[src/rtl/dso_spi_regctl.sv]
`timescale 1ns/1ps
// SPI-slave (mode 0) register access controller: turns MCU byte transactions
// into single-cycle accesses on the 8x8-bit control register bank.
module dso_spi_regctl #(
  parameter int SYNC_STAGES = 2
) (
  input  logic       clk,
  input  logic       nrst,
  input  logic       spi_sck,
  input  logic       spi_cs_n,
  input  logic       spi_mosi,
  output logic       spi_miso,
  output logic       spi_miso_oe,
  output logic [2:0] reg_addr,
  output logic [7:0] reg_wdata,
  output logic       reg_we,
  output logic       reg_re,
  input  logic [7:0] reg_rdata,
  output logic       busy
);

  typedef enum logic [1:0] {IDLE, CMD, WDATA, RDATA} state_t;

  state_t state_q, state_d;

  logic [SYNC_STAGES-1:0] sck_sync, cs_sync, mosi_sync;
  logic                   sck_s, cs_s;
  logic                   sck_prev, cs_prev, armed;
  logic                   sck_r, sck_f, cs_fall, cs_rise, mosi_q;
  logic [2:0]             bit_cnt;
  logic [7:0]             rx_sr, tx_sr, rx_byte;
  logic                   ai, byte_done;

  // cs_n chain resets low so a CS already held low at release never looks like a fresh fall
  always_ff @(posedge clk or negedge nrst) begin
    if (!nrst) begin
      sck_sync  <= '0;
      cs_sync   <= '0;
      mosi_sync <= '0;
    end else begin
      sck_sync  <= {sck_sync[SYNC_STAGES-2:0], spi_sck};
      cs_sync   <= {cs_sync[SYNC_STAGES-2:0], spi_cs_n};
      mosi_sync <= {mosi_sync[SYNC_STAGES-2:0], spi_mosi};
    end
  end

  assign sck_s = sck_sync[SYNC_STAGES-1];
  assign cs_s  = cs_sync[SYNC_STAGES-1];

  always_ff @(posedge clk or negedge nrst) begin
    if (!nrst) begin
      sck_prev <= 1'b0;
      cs_prev  <= 1'b0;
      armed    <= 1'b0;
      mosi_q   <= 1'b0;
      sck_r    <= 1'b0;
      sck_f    <= 1'b0;
      cs_fall  <= 1'b0;
      cs_rise  <= 1'b0;
    end else begin
      sck_prev <= sck_s;
      cs_prev  <= cs_s;
      mosi_q   <= mosi_sync[SYNC_STAGES-1];
      if (cs_s)
        armed <= 1'b1;
      sck_r    <= sck_s & ~sck_prev & ~cs_s;
      sck_f    <= ~sck_s & sck_prev & ~cs_s;
      cs_fall  <= ~cs_s & cs_prev;
      cs_rise  <= cs_s & ~cs_prev;
    end
  end

  assign byte_done = sck_r && (bit_cnt == 3'd7) && (state_q != IDLE);
  assign rx_byte   = {rx_sr[6:0], mosi_q};

  always_ff @(posedge clk or negedge nrst) begin
    if (!nrst)
      state_q <= IDLE;
    else
      state_q <= state_d;
  end

  always_comb begin
    state_d = state_q;
    case (state_q)
      IDLE:    if (cs_fall) state_d = CMD;
      CMD:     if (byte_done) state_d = rx_byte[7] ? RDATA : WDATA;
      default: state_d = state_q;
    endcase
    if (cs_rise)
      state_d = IDLE;
  end

  always_ff @(posedge clk or negedge nrst) begin
    if (!nrst) begin
      bit_cnt   <= 3'd0;
      rx_sr     <= 8'h00;
      reg_addr  <= 3'd0;
      reg_wdata <= 8'h00;
      reg_we    <= 1'b0;
      reg_re    <= 1'b0;
      ai        <= 1'b0;
    end else begin
      reg_we <= 1'b0;
      reg_re <= 1'b0;
      if (state_q == IDLE || cs_rise) begin
        bit_cnt <= 3'd0;
        rx_sr   <= 8'h00;
      end else if (sck_r) begin
        bit_cnt <= bit_cnt + 3'd1;
        rx_sr   <= rx_byte;
      end
      // address advances after the write strobe, even if CS has already risen
      if (reg_we && ai)
        reg_addr <= reg_addr + 3'd1;
      if (byte_done) begin
        case (state_q)
          CMD: begin
            reg_addr <= rx_byte[2:0];
            ai       <= rx_byte[6];
            reg_re   <= rx_byte[7];
          end
          WDATA: begin
            reg_wdata <= rx_byte;
            reg_we    <= 1'b1;
          end
          RDATA: begin
            if (ai)
              reg_addr <= reg_addr + 3'd1;
            reg_re <= 1'b1;
          end
          default: ;
        endcase
      end
    end
  end

  // the sck fall ending a byte (count back at 0) must not shift, or the freshly loaded MSB is lost
  always_ff @(posedge clk or negedge nrst) begin
    if (!nrst)
      tx_sr <= 8'h00;
    else if (state_q != RDATA || cs_rise)
      tx_sr <= 8'h00;
    else if (reg_re)
      tx_sr <= reg_rdata;
    else if (sck_f && bit_cnt != 3'd0)
      tx_sr <= {tx_sr[6:0], 1'b0};
  end

  assign spi_miso    = tx_sr[7];
  assign spi_miso_oe = ~cs_s & armed;
  assign busy        = (state_q != IDLE);

endmodule

[config.mk]
export PLATFORM = sky130hd
export DESIGN_NAME = dso_spi_regctl
export DESIGN_NICKNAME = d
export VERILOG_FILES = /design/src/rtl/dso_spi_regctl.sv
export SDC_FILE = /design/constraint.sdc
export NUM_CORES = 1
export LEC_CHECK = 0
export BUFFER_PORTS_ARGS = -buffer_cell sky130_fd_sc_hd__buf_2
export CORE_UTILIZATION = 30
export DETAILED_ROUTE_END_ITERATION = 10
export PLACE_DENSITY = 0.51
export SETUP_SLACK_MARGIN = 0.05
export SLEW_MARGIN = 20
export SYNTH_ARGS = -nofsm -noshare
export SYNTH_HDL_FRONTEND = slang
export SYNTH_SLANG_ARGS = --single-unit
export TNS_END_PERCENT = 1
[constraint.sdc]
create_clock -name clk -period 2.2 [get_ports clk]
set_clock_uncertainty 0.05 [all_clocks]
set_input_delay 0.44 -clock clk [delete_from_list [all_inputs] [get_ports clk]]
set_output_delay 0.44 -clock clk [all_outputs]
set_load 0.05 [all_outputs]
==> flow_metrics.tcl <==
set metrics [dict create \
    status "finished with violations" \
    violations "design-rule violations" \
    power_density_mw_per_mm2 683 \
    tightest_slew_ps 513 \
    insertion_delay_ps 290 \
    syn_nets 186 \
    synthArstFlopShare_pct 100 \
    cts_root_buf "clkbuf_8" \
    drive_gt1_share_pct 27.6 \
    ys_warn_count 0 \
    period_needed_ps 1800 \
    critPathLaunch "state_q[1]$_DFFE_PN0P_" \
    arrival_ps 1310 \
    area_delta_synth_final_pct 16.3 \
    ios 29 \
    synthFlopType "dfrtp_1" \
    cts_resized 0 \
    synth.distinct_cells 38 \
    grt_overflow 0 \
    maxCapViolCount 0 \
    seqPwrFrac_pct 56.2 \
    post-route-cell-area_mm2 0.00237 \
    gp_congestion 0.667 \
    post_cts_buffers 0 \
    htree_levels 2 \
    leakage_nw 1.12 \
    start_util_pct 31.6 \
    synthCells 169 \
    r2r_slack_ps 460 \
    route.detailed.drc 4 \
    ant_nets 0 \
    hold_path_class "primary input to asynchronous set/reset pin" \
    setup.worst_path.start_class "register" \
    die_area_mm2 0.00714 \
    hpwl_mm 2.49 \
    grt_use_total_pct 11.2 \
    clkPwrFrac_pct 38.7 \
    wl_per_cell_um 13.2 \
    hold_buffers 0 \
    grt_pass1_wl_mm 6.24 \
    power.switching_uw 360 \
    timing.rr.end "ai$_DFFE_PN0P_" \
    reg2reg_depth 5 \
    ys_ff_latch 48 \
    synth_area_mm2 0.00204 \
    r2r_start "bit_cnt[0]$_DFFE_PN0P_" \
    drt-total-wl_mm 3.65 \
    antenna_found_initial 0 \
    synth.avg_cell_area_um2 12.1 \
    io_buffer_count 28 \
    first_pass_iters 7 \
    worst-setup-path-type "register to output pin" \
    rsz0062_at_grt "false" \
    numCtsBuffers 5 \
    ir_drop_v 0.000255 \
    drv_slew 0 \
    fmax_ghz 0.555 \
    power_mw 1.62 \
    layout_common_cells "48 x dfrtp_1, 28 x buf_2, 15 x o21ai_0" \
    max_slew_margin_pct 65.8 \
    required_ps 1710 \
    grt_pass1_vias 1246 \
    endpoint_kind "output pin" \
    diodes 0 \
    vias 1287 \
    p_int_mw 1.26 \
    path_clk_slew_ps 90 \
    layout_commonest_cell "dfrtp_1" \
    synth_edf_count 0 \
    hold_violations 0 \
    p_sw_share_pct 22.2 \
    die_w_um 84.5 \
    routed_via_density 4.66 \
    grt_max_degree 29 \
    dpl_cell_area_mm2 0.00226 \
    crit_end "busy" \
    setup_viol 0 \
    synth_seq_area_share_pct 58.9 \
    core-area_mm2 0.00646 \
    cts.sinks 48 \
    cp_max_fo 11 \
    place_ws_ps 493 \
    pwr-share-comb_pct 5.2 \
    finalSetupTns_ps 0 \
    nets 215 \
    worst_slack_ps 398 \
    fin_crit_sh_pct 81.9 \
    ctsLongestPathBuffers 2 \
    row_count 29 \
    die_y_um 84.5 \
    drtIter0Drc 92 \
    cts_tree "done" \
]
worst min path at each step:
stage | from | to | slack (ps) | depth (start not counted)
2_1_floorplan | nrst | ai$_DFFE_PN0P_ | 90 | 0
3_3_place_gp | cs_sync[0]$_DFF_PN0_ | cs_sync[1]$_DFF_PN0_ | 280 | 0
3_5_place_dp | mosi_sync[1]$_DFF_PN0_ | mosi_q$_DFF_PN0_ | 280 | 0
4_1_cts | nrst | reg_addr[1]$_DFF_PN0_ | 70 | 1
5_1_grt | nrst | reg_addr[1]$_DFF_PN0_ | 100 | 1
6_report | nrst | reg_addr[1]$_DFF_PN0_ | 50 | 1
flip-flops by register name (all words and copies together), names as in the netlist, 2 cells and up:
register	cells
sck_sync	2
rx_sr	7
reg_addr	3
state_q	2
mosi_sync	2
bit_cnt	3
cs_sync	2
tx_sr	8
reg_wdata	8
metrics by stage:
stage	hold WS [ps]	cells	util [%]
floorplan	94.4	169	-
global placement	283	268	35.0
detailed placement	285	268	35.0
CTS	72.6	276	36.7
global route	100	276	36.7
finish	53.3	276	36.7
Yosys cell counts, types with 4 or more instances:
master / n / area (um2)
dfrtp_1: 48 / 1200
a21oi_1: 4 / 20.0
nor2_1: 14 / 52.6
nand3b_1: 7 / 52.6
clkbuf_1: 5 / 18.8
a31oi_1: 7 / 43.8
mux2i_1: 10 / 100
ha_1: 4 / 50.1
o21ai_0: 15 / 75.1
nor2b_1: 4 / 25.0
mux2_4: 8 / 120
nand2_1: 6 / 22.5
inv_1: 6 / 22.5
worst max-delay path, stage by stage (launching register included):
cell,delay (ps)
dfrtp_1,550
nor2_1,110
inv_1,90
buf_2,260
power groups by stage:
| stage | sequential [mW] | clock (mW) | combinational, mW |
|---|---|---|---|
| floorplan | 0.923 | 0 | 0.0446 |
| CTS | 0.911 | 0.652 | 0.0875 |
| global placement | 0.928 | 0 | 0.0877 |
| global route | 0.914 | 0.684 | 0.0948 |
| detailed placement | 0.928 | 0 | 0.0866 |
| finish | 0.910 | 0.626 | 0.0836 |
area by class of cell:
type | instances | area, um2
Inverter | 7 | 26.3
Sequential cell | 48 | 1200
Clock inverter | 3 | 42.5
Tap cell | 77 | 96.3
Multi-Input combinational cell | 105 | 763
Timing Repair Buffer | 31 | 175
Fill cell | 678 | 4090
Clock buffer | 5 | 68.8
logic make-up (layout without fill, tap and decap cells):
kind of cell,Yosys count,after routing,share of synthesized area (%)
fa+ha+maj,4,4,2.45
compound gates,34,34,9.87
buf+inv,16,46,3.74
xor+xnor,2,2,0.859
simple gates,45,45,12.3
flops,48,48,58.9
mux,20,20,11.9
metal layers:
layer / vias to the layer above / global-route usage (%) / part of all wire, %
li1: 641 / - / -
met4: 0 / 4.62 / 1.8
met1: 625 / 15.7 / 49
met5: - / 0 / 0
met2: 16 / 16.9 / 46
met3: 5 / 2.46 / 3.2
No activity file was read; power rests on OpenSTA's default activity.
